$ cat src/rtl/cdc_hs_pkg.sv
// Shared types and constants for the 4-phase handshake receiver.
// The FSM state type lives here so monitors and wrappers can decode it.
package cdc_hs_pkg;

  localparam int SYNC_STAGES_MIN = 2;
  localparam int SYNC_STAGES_MAX = 4;

  typedef enum logic [1:0] {
    WAIT_LOW = 2'd0,
    IDLE     = 2'd1,
    VALID    = 2'd2,
    ACK      = 2'd3
  } cdc_hs_state_t;

  function automatic bit sync_stages_legal(input int n);
    return (n >= SYNC_STAGES_MIN) && (n <= SYNC_STAGES_MAX);
  endfunction

endpackage

$ cat src/rtl/sync_bit.sv
// Multi-flop synchronizer for a single asynchronous control bit.
// Stages carry async_reg so placement keeps them adjacent for MTBF.
module sync_bit #(
  parameter int   STAGES    = 2,
  parameter logic RESET_VAL = 1'b0
) (
  input  logic clk,
  input  logic rstn,
  input  logic d_i,
  output logic q_o
);

  (* async_reg = "true" *) logic [STAGES-1:0] sync_q;

  always_ff @(posedge clk or negedge rstn) begin
    if (!rstn) begin
      sync_q <= {STAGES{RESET_VAL}};
    end else begin
      // NOTE: non-blocking assignment keeps each stage one edge behind the previous one.
      sync_q <= {sync_q[STAGES-2:0], d_i};
    end
  end

  assign q_o = sync_q[STAGES-1];

endmodule

$ cat src/rtl/cdc_handshake_rx.sv
// Receive side of a 4-phase req/ack crossing: synchronizes req, captures the
// unsynchronized data bus once req is stable, and presents it as valid/ready.
module cdc_handshake_rx
  import cdc_hs_pkg::*;
#(
  parameter int WIDTH       = 32,
  parameter int SYNC_STAGES = 2
) (
  input  logic             clk,
  input  logic             rstn,
  input  logic             async_req,
  input  logic [WIDTH-1:0] async_data,
  output logic             async_ack,
  output logic             out_valid,
  input  logic             out_ready,
  output logic [WIDTH-1:0] out_data
);

  if (!sync_stages_legal(SYNC_STAGES)) begin : g_bad_sync_stages
    $error("cdc_handshake_rx: SYNC_STAGES must be in 2..4");
  end

  logic          req_sync;
  cdc_hs_state_t state_q;
  logic          ack_q;
  logic          valid_q;
  logic [WIDTH-1:0] data_q;

  // Stages reset high so a request held across reset looks like "still high"
  // and the FSM waits for it to drop before accepting anything.
  sync_bit #(
    .STAGES    (SYNC_STAGES),
    .RESET_VAL (1'b1)
  ) u_req_sync (
    .clk  (clk),
    .rstn (rstn),
    .d_i  (async_req),
    .q_o  (req_sync)
  );

  always_ff @(posedge clk or negedge rstn) begin
    if (!rstn) begin
      state_q <= WAIT_LOW;
      ack_q   <= 1'b0;
      valid_q <= 1'b0;
      // NOTE: the data register is reset too, so a discarded word never leaks out after reset.
      data_q  <= '0;
    end else begin
      case (state_q)
        WAIT_LOW: begin
          if (!req_sync) state_q <= IDLE;
        end
        IDLE: begin
          // async_data is guaranteed stable once req_sync is seen high.
          if (req_sync) begin
            state_q <= VALID;
            valid_q <= 1'b1;
            data_q  <= async_data;
          end
        end
        VALID: begin
          if (out_ready) begin
            state_q <= ACK;
            valid_q <= 1'b0;
            ack_q   <= 1'b1;
          end
        end
        ACK: begin
          if (!req_sync) begin
            state_q <= IDLE;
            ack_q   <= 1'b0;
          end
        end
        default: begin
          state_q <= WAIT_LOW;
          ack_q   <= 1'b0;
          valid_q <= 1'b0;
        end
      endcase
    end
  end

  assign async_ack = ack_q;
  assign out_valid = valid_q;
  assign out_data  = data_q;

endmodule
$ cat config.mk
export PLATFORM = sky130hd
export DESIGN_NAME = cdc_handshake_rx
export DESIGN_NICKNAME = d
export VERILOG_FILES = /design/src/rtl/cdc_hs_pkg.sv /design/src/rtl/sync_bit.sv /design/src/rtl/cdc_handshake_rx.sv
export SDC_FILE = /design/constraint.sdc
export NUM_CORES = 1
export LEC_CHECK = 0
export ABC_AREA = 1
export CAP_MARGIN = 20
export CORE_AREA = 4 4 70 72
export DETAILED_ROUTE_END_ITERATION = 8
export DIE_AREA = 0 0 74 76
export HOLD_SLACK_MARGIN = 0.15
export PLACE_DENSITY = 0.74
export SLEW_MARGIN = 20
export SYNTH_ARGS = -nofsm -noshare
export SYNTH_HDL_FRONTEND = slang
export SYNTH_SLANG_ARGS = --single-unit
$ cat constraint.sdc
create_clock -name clk -period 1.1 [get_ports clk]
set_clock_uncertainty 0.05 [all_clocks]
set_input_delay 0.165 -clock clk [delete_from_list [all_inputs] [get_ports clk]]
set_output_delay 0.165 -clock clk [all_outputs]
set_load 0.01 [all_outputs]
# After elaboration in Yosys (flattened, before gate mapping)
# Index checks and enable logic that the tools add are counted.
# word_totals
output_inout_bits,34
wordCells,30
regBits,38
input_bits,36
# op_classes
eq_ne,7
mux,10
reduce_logical,8
# op_table
operator,n
3-bit AND reduction,3
2-bit two-way mux,3
2-bit inequality test (second input constant),3
2-bit case mux with 3 select lines,1
2-bit equality test (second input constant),2
1-bit two-way mux,4
1-bit case mux with 2 select lines,2
2-bit nonzero test,2
2-bit by 1-bit equality test with 1-bit output (second input constant),1
2-bit zero test,1
2-bit by 1-bit inequality test with 1-bit output (second input constant),1
2-bit AND reduction,1
2-bit OR reduction,1

# Longest topological paths before layout
# Gate-level depths: netlist of the first run.
# logic_depth
ltp_word,4
ltp_mapped,7
depth_no_buf,6

# By module
# From an unflattened synthesis of the first run, not the netlist that was laid out.
# hier_totals
hier_cells,167
hier_area_um2,1544.0
# by_module_without_submodules
mod,cells_per_inst,area_per_inst_um2,instances,seq_area_each_um2
cdc_handshake_rx,165,1491.4,1,900.9
sync_bit,2,52.6,1,52.6

# Worst setup path before layout of the first run
# No wires, ideal clock.
# synth_timing
path_kind,flip-flop to flip-flop
from,reg state_q[0]
to,reg data_q[17] (netlist: out_data[17])
path_stages_with_launch,7
slack_ns,-0.104
required_time_ns,0.934
t_arrival_ns,1.038
setup_time_ns,0.116
path_cell_list,dfrtp_1 > ha_1 > nand2_2 > inv_4 > buf_12 > nand2_2 > nand2_1
# synth_between
elab_chain_cells,2
# synth_lines
item,line,text
start: declaration,cdc_handshake_rx.sv:24,cdc_hs_state_t state_q;
start signal: assignment,cdc_handshake_rx.sv:43,state_q <= WAIT_LOW;
start signal: assignment,cdc_handshake_rx.sv:51,if (!req_sync) state_q <= IDLE;
start signal: assignment,cdc_handshake_rx.sv:56,state_q <= VALID;
2-bit by 1-bit equality test with 1-bit output,cdc_handshake_rx.sv:49,case (state_q)
2-bit AND reduction (no line),n/a,
end signal: assignment,cdc_handshake_rx.sv:58,data_q <= async_data;
end: declaration,cdc_handshake_rx.sv:27,logic [WIDTH-1:0] data_q;
# Every way passes these cells.
# A chain may end at the register's enable or synchronous reset.

# Worst setup path after layout of the first run
# layout_timing
from,reg state_q[0]
to,reg data_q[28] (netlist: out_data[28])
# The elaborated chain is that of the path after synthesis.

==> impl_metrics.json, run 1 <==
{
  "rsz0062_at_grt": "true",
  "clk_pin_slew_ns": 0.08,
  "cts_made_buffers": 5,
  "slowest_stage": "dfrtp_1",
  "max_freq_mhz": 843,
  "nets": 302,
  "wl_met1_mm": 1.51,
  "syn_to_final_growth_pct": 63.5,
  "final_cell_mix": "84 x nand2_1, 36 x dfrtp_1, 34 x clkdlybuf4s50_1, 34 x buf_2, 18 x nand2_2",
  "max_stage_delay_ns": 0.43,
  "crit_chain": "ha_4, nand2_8, inv_8, buf_12, nand2_1, nand2_1",
  "ir_worst_vdd_uv": 1120,
  "design.die.area_um2": 5620,
  "fillers": 410,
  "fin_crit_ns": 1.19,
  "wl_per_cell_um": 12.3,
  "ys_seq_elements": 38,
  "powerDensity_nw_per_um2": 2630,
  "synth_fp_nets": 206,
  "swShare": 0.372,
  "setup-violations-final": 36,
  "cp_top_family": "flip-flops",
  "finalCritPeriodShare": 1.08,
  "cap_violations": 0,
  "ys_types": 16,
  "critical_path_class": "reg -> reg",
  "post-route-drc-count": 0,
  "syn_area_um2": 1540,
  "avgSynthCellArea_um2": 9.25,
  "drt-total-wl_mm": 3.87,
  "design_area_um2": 2520,
  "yosysTopAreaCellShare": 0.583,
  "grt_pass1_wl_mm": 6.70,
  "yosys_warnings": 0,
  "grt_usage": 0.151,
  "violations": "negative setup slack",
  "io_pins": 70,
  "cts_root_buffer": "clkbuf_8",
  "grt_remaining_overflow": 0,
  "worstSetupEndpointType": "flop",
  "status": "finished with violations",
  "p_int_mw": 4.17,
  "die_height_um": 76,
  "seq_area_frac_synth": 0.618,
  "placed_area_um2": 2400,
  "p_clk_frac": 0.137,
  "avgViaCountPerCell": 4.47,
  "yosys-top-cells-area": "dfrtp_1 58%, nand2_1 23%, nand2_2 4.5%",
  "drtPass1Iterations": 4,
  "final_common_cell": "nand2_1",
  "crit_path_start_kind": "flop",
  "htree_levels": 2,
  "die_x_um": 74,
  "core_um2": 4290,
  "seq_power_share": 0.363,
  "place_hpwl_mm": 2.74,
  "slew_violations": 0,
  "wl_met2_mm": 1.94,
  "setup_slack_ns": -0.0865,
  "crit_buf_inv": 2,
  "p_leak_nw": 1.34,
  "worstPathRequired_ns": 1.23,
  "slew_headroom": 0.827,
  "pre_cts_ws_ns": -0.148,
  "crit_top_cell": "nand2_1",
  "final_hold_viol_count": 0,
  "drive_gt1_frac": 0.371,
  "grt_pass1_vias": 1444,
  "switching_power_mw": 2.47,
  "met3WireLength_um": 355,
  "diodes": 0,
  "grt_antenna_before_repair": 0,
  "insertion_delay_ns": 0.28,
  "tightest_slew_ns": 0.259,
  "drtAntennaViolNets": 0,
  "p_comb_frac": 0.499,
  "cp.arrival_ns": 1.32,
  "clockBufferDepth": 2,
  "portBuffers": 69,
  "synth_cells": 167,
  "cts.sinks": 38,
  "crit_path_max_fanout": 9,
  "num_rows": 24,
  "globalplace.congestion": 0.734,
  "cts_tree": "done",
  "grt_max_degree": 23,
  "min_path_type": "in -> async",
  "synth_largest_area_cell": "dfrtp_1",
  "top_layer": "met4",
  "vias": 1411,
  "first_iter_violations": 54,
  "initial_core_util": 0.360
}
## kinds of logic (layout without fill, tap and decap cells)
| logic type | Yosys count | in the layout | synth area share |
|---|---|---|---|
| AOI/OAI and AO/OA | 3 | 3 | 0.0113 |
| DFF | 38 | 38 | 0.618 |
| and+or+nand+nor | 111 | 111 | 0.293 |
| buffers and inverters | 12 | 109 | 0.0535 |
| adders and majority gates | 3 | 3 | 0.0243 |
## path summary, 6_finish.rpt
path                                 startpoint                    to  slack (ns)  cells past startpoint
setup / recovery                     state_q[0]          out_data[28]       -0.09                      6
hold / removal                             rstn          out_data[17]        0.23                      2
setup reg to reg                     state_q[0]          out_data[28]       -0.09                      6
hold reg to reg            u_req_sync.sync_q[0]  u_req_sync.sync_q[1]        0.31                      0
max in group asynchronous                  rstn          out_data[13]        0.38                      3
min in group clk                      async_req  u_req_sync.sync_q[0]        0.23                      1
## final cells by class
type                    instances  area (µm²)  share of cell area
flip-flops and latches         38         953               0.378
well taps                      52        65.1              0.0258
repair buffers                 95         787               0.312
multi-input cells             117         606               0.240
clock buffers                   6        72.6              0.0288
inverters                       6        30.0              0.0119
clock inverters                 2        10.0             0.00397
## worst reg2reg max path: cells and delay by family, from the launching register on
family,cells,cell delay [ns]
adders and majority gates,1,0.21
DFF,1,0.43
and+or+nand+nor,3,0.20
buffers and inverters,2,0.18
## cells in the mapped netlist (all sizes together)
library cell,n
dfstp,2
nor2,2
ha,3
buf,6
a21oi,2
nand4,1
o21a,1
nand3b,1
inv,6
dfrtp,36
nand2,105
nand3,2
## what timing repair did
item	CTS	global route
buffers inserted	10	2
endpoints found under the hold margin	38	0
endpoints found under the setup margin	70	37
resized for setup	156	6
pin swaps	5	1
hold buffers	1	0
## registers in the layout (all words and copies together), names as in the netlist
name / count
async_ack: 1
out_data: 32
u_req_sync.sync_q: 2
state_q: 2
out_valid: 1
## per-stage QoR
step	instances	power (mW)	hold slack, ns	setup TNS (ns)	utilization
floorplan	167	3.89	-0.181	-1.51	-
global placement	295	5.67	0.00200	-3.49	0.560
detailed placement	295	5.75	0.00397	-4.26	0.560
CTS	314	6.61	0.221	-2.37	0.582
global route	316	7.17	0.229	-4.41	0.588
finish	316	6.64	0.226	-2.43	0.588
## routing by layer
| layer | vias to the layer above | track usage |
|---|---|---|
| met5 | - | 0 |
| met4 | 0 | 0.0543 |
| met3 | 8 | 0.0462 |
| met2 | 45 | 0.247 |
| met1 | 661 | 0.183 |
| li1 | 697 | - |
## power by group through the flow
stage	clock network [mW]	registers, mW	logic (mW)
floorplan	0	2.72	1.17
global placement	0	2.44	3.23
detailed placement	0	2.44	3.30
CTS	0.946	2.41	3.26
global route	0.993	2.49	3.69
finish	0.911	2.41	3.31
Power figures use the tool's default switching activity.
==> inputs of run 2 (changes only) <==
--- a/config.mk
+++ b/config.mk
@@ -8,6 +8,7 @@
 export ABC_AREA = 1
 export CAP_MARGIN = 20
 export CORE_AREA = 4 4 70 72
+export CTS_CLUSTER_SIZE = 10
 export DETAILED_ROUTE_END_ITERATION = 8
 export DIE_AREA = 0 0 74 76
 export HOLD_SLACK_MARGIN = 0.15
==> results of run 2 <==
Same layout as run 1: the final DEF is identical, and so are final timing and power.
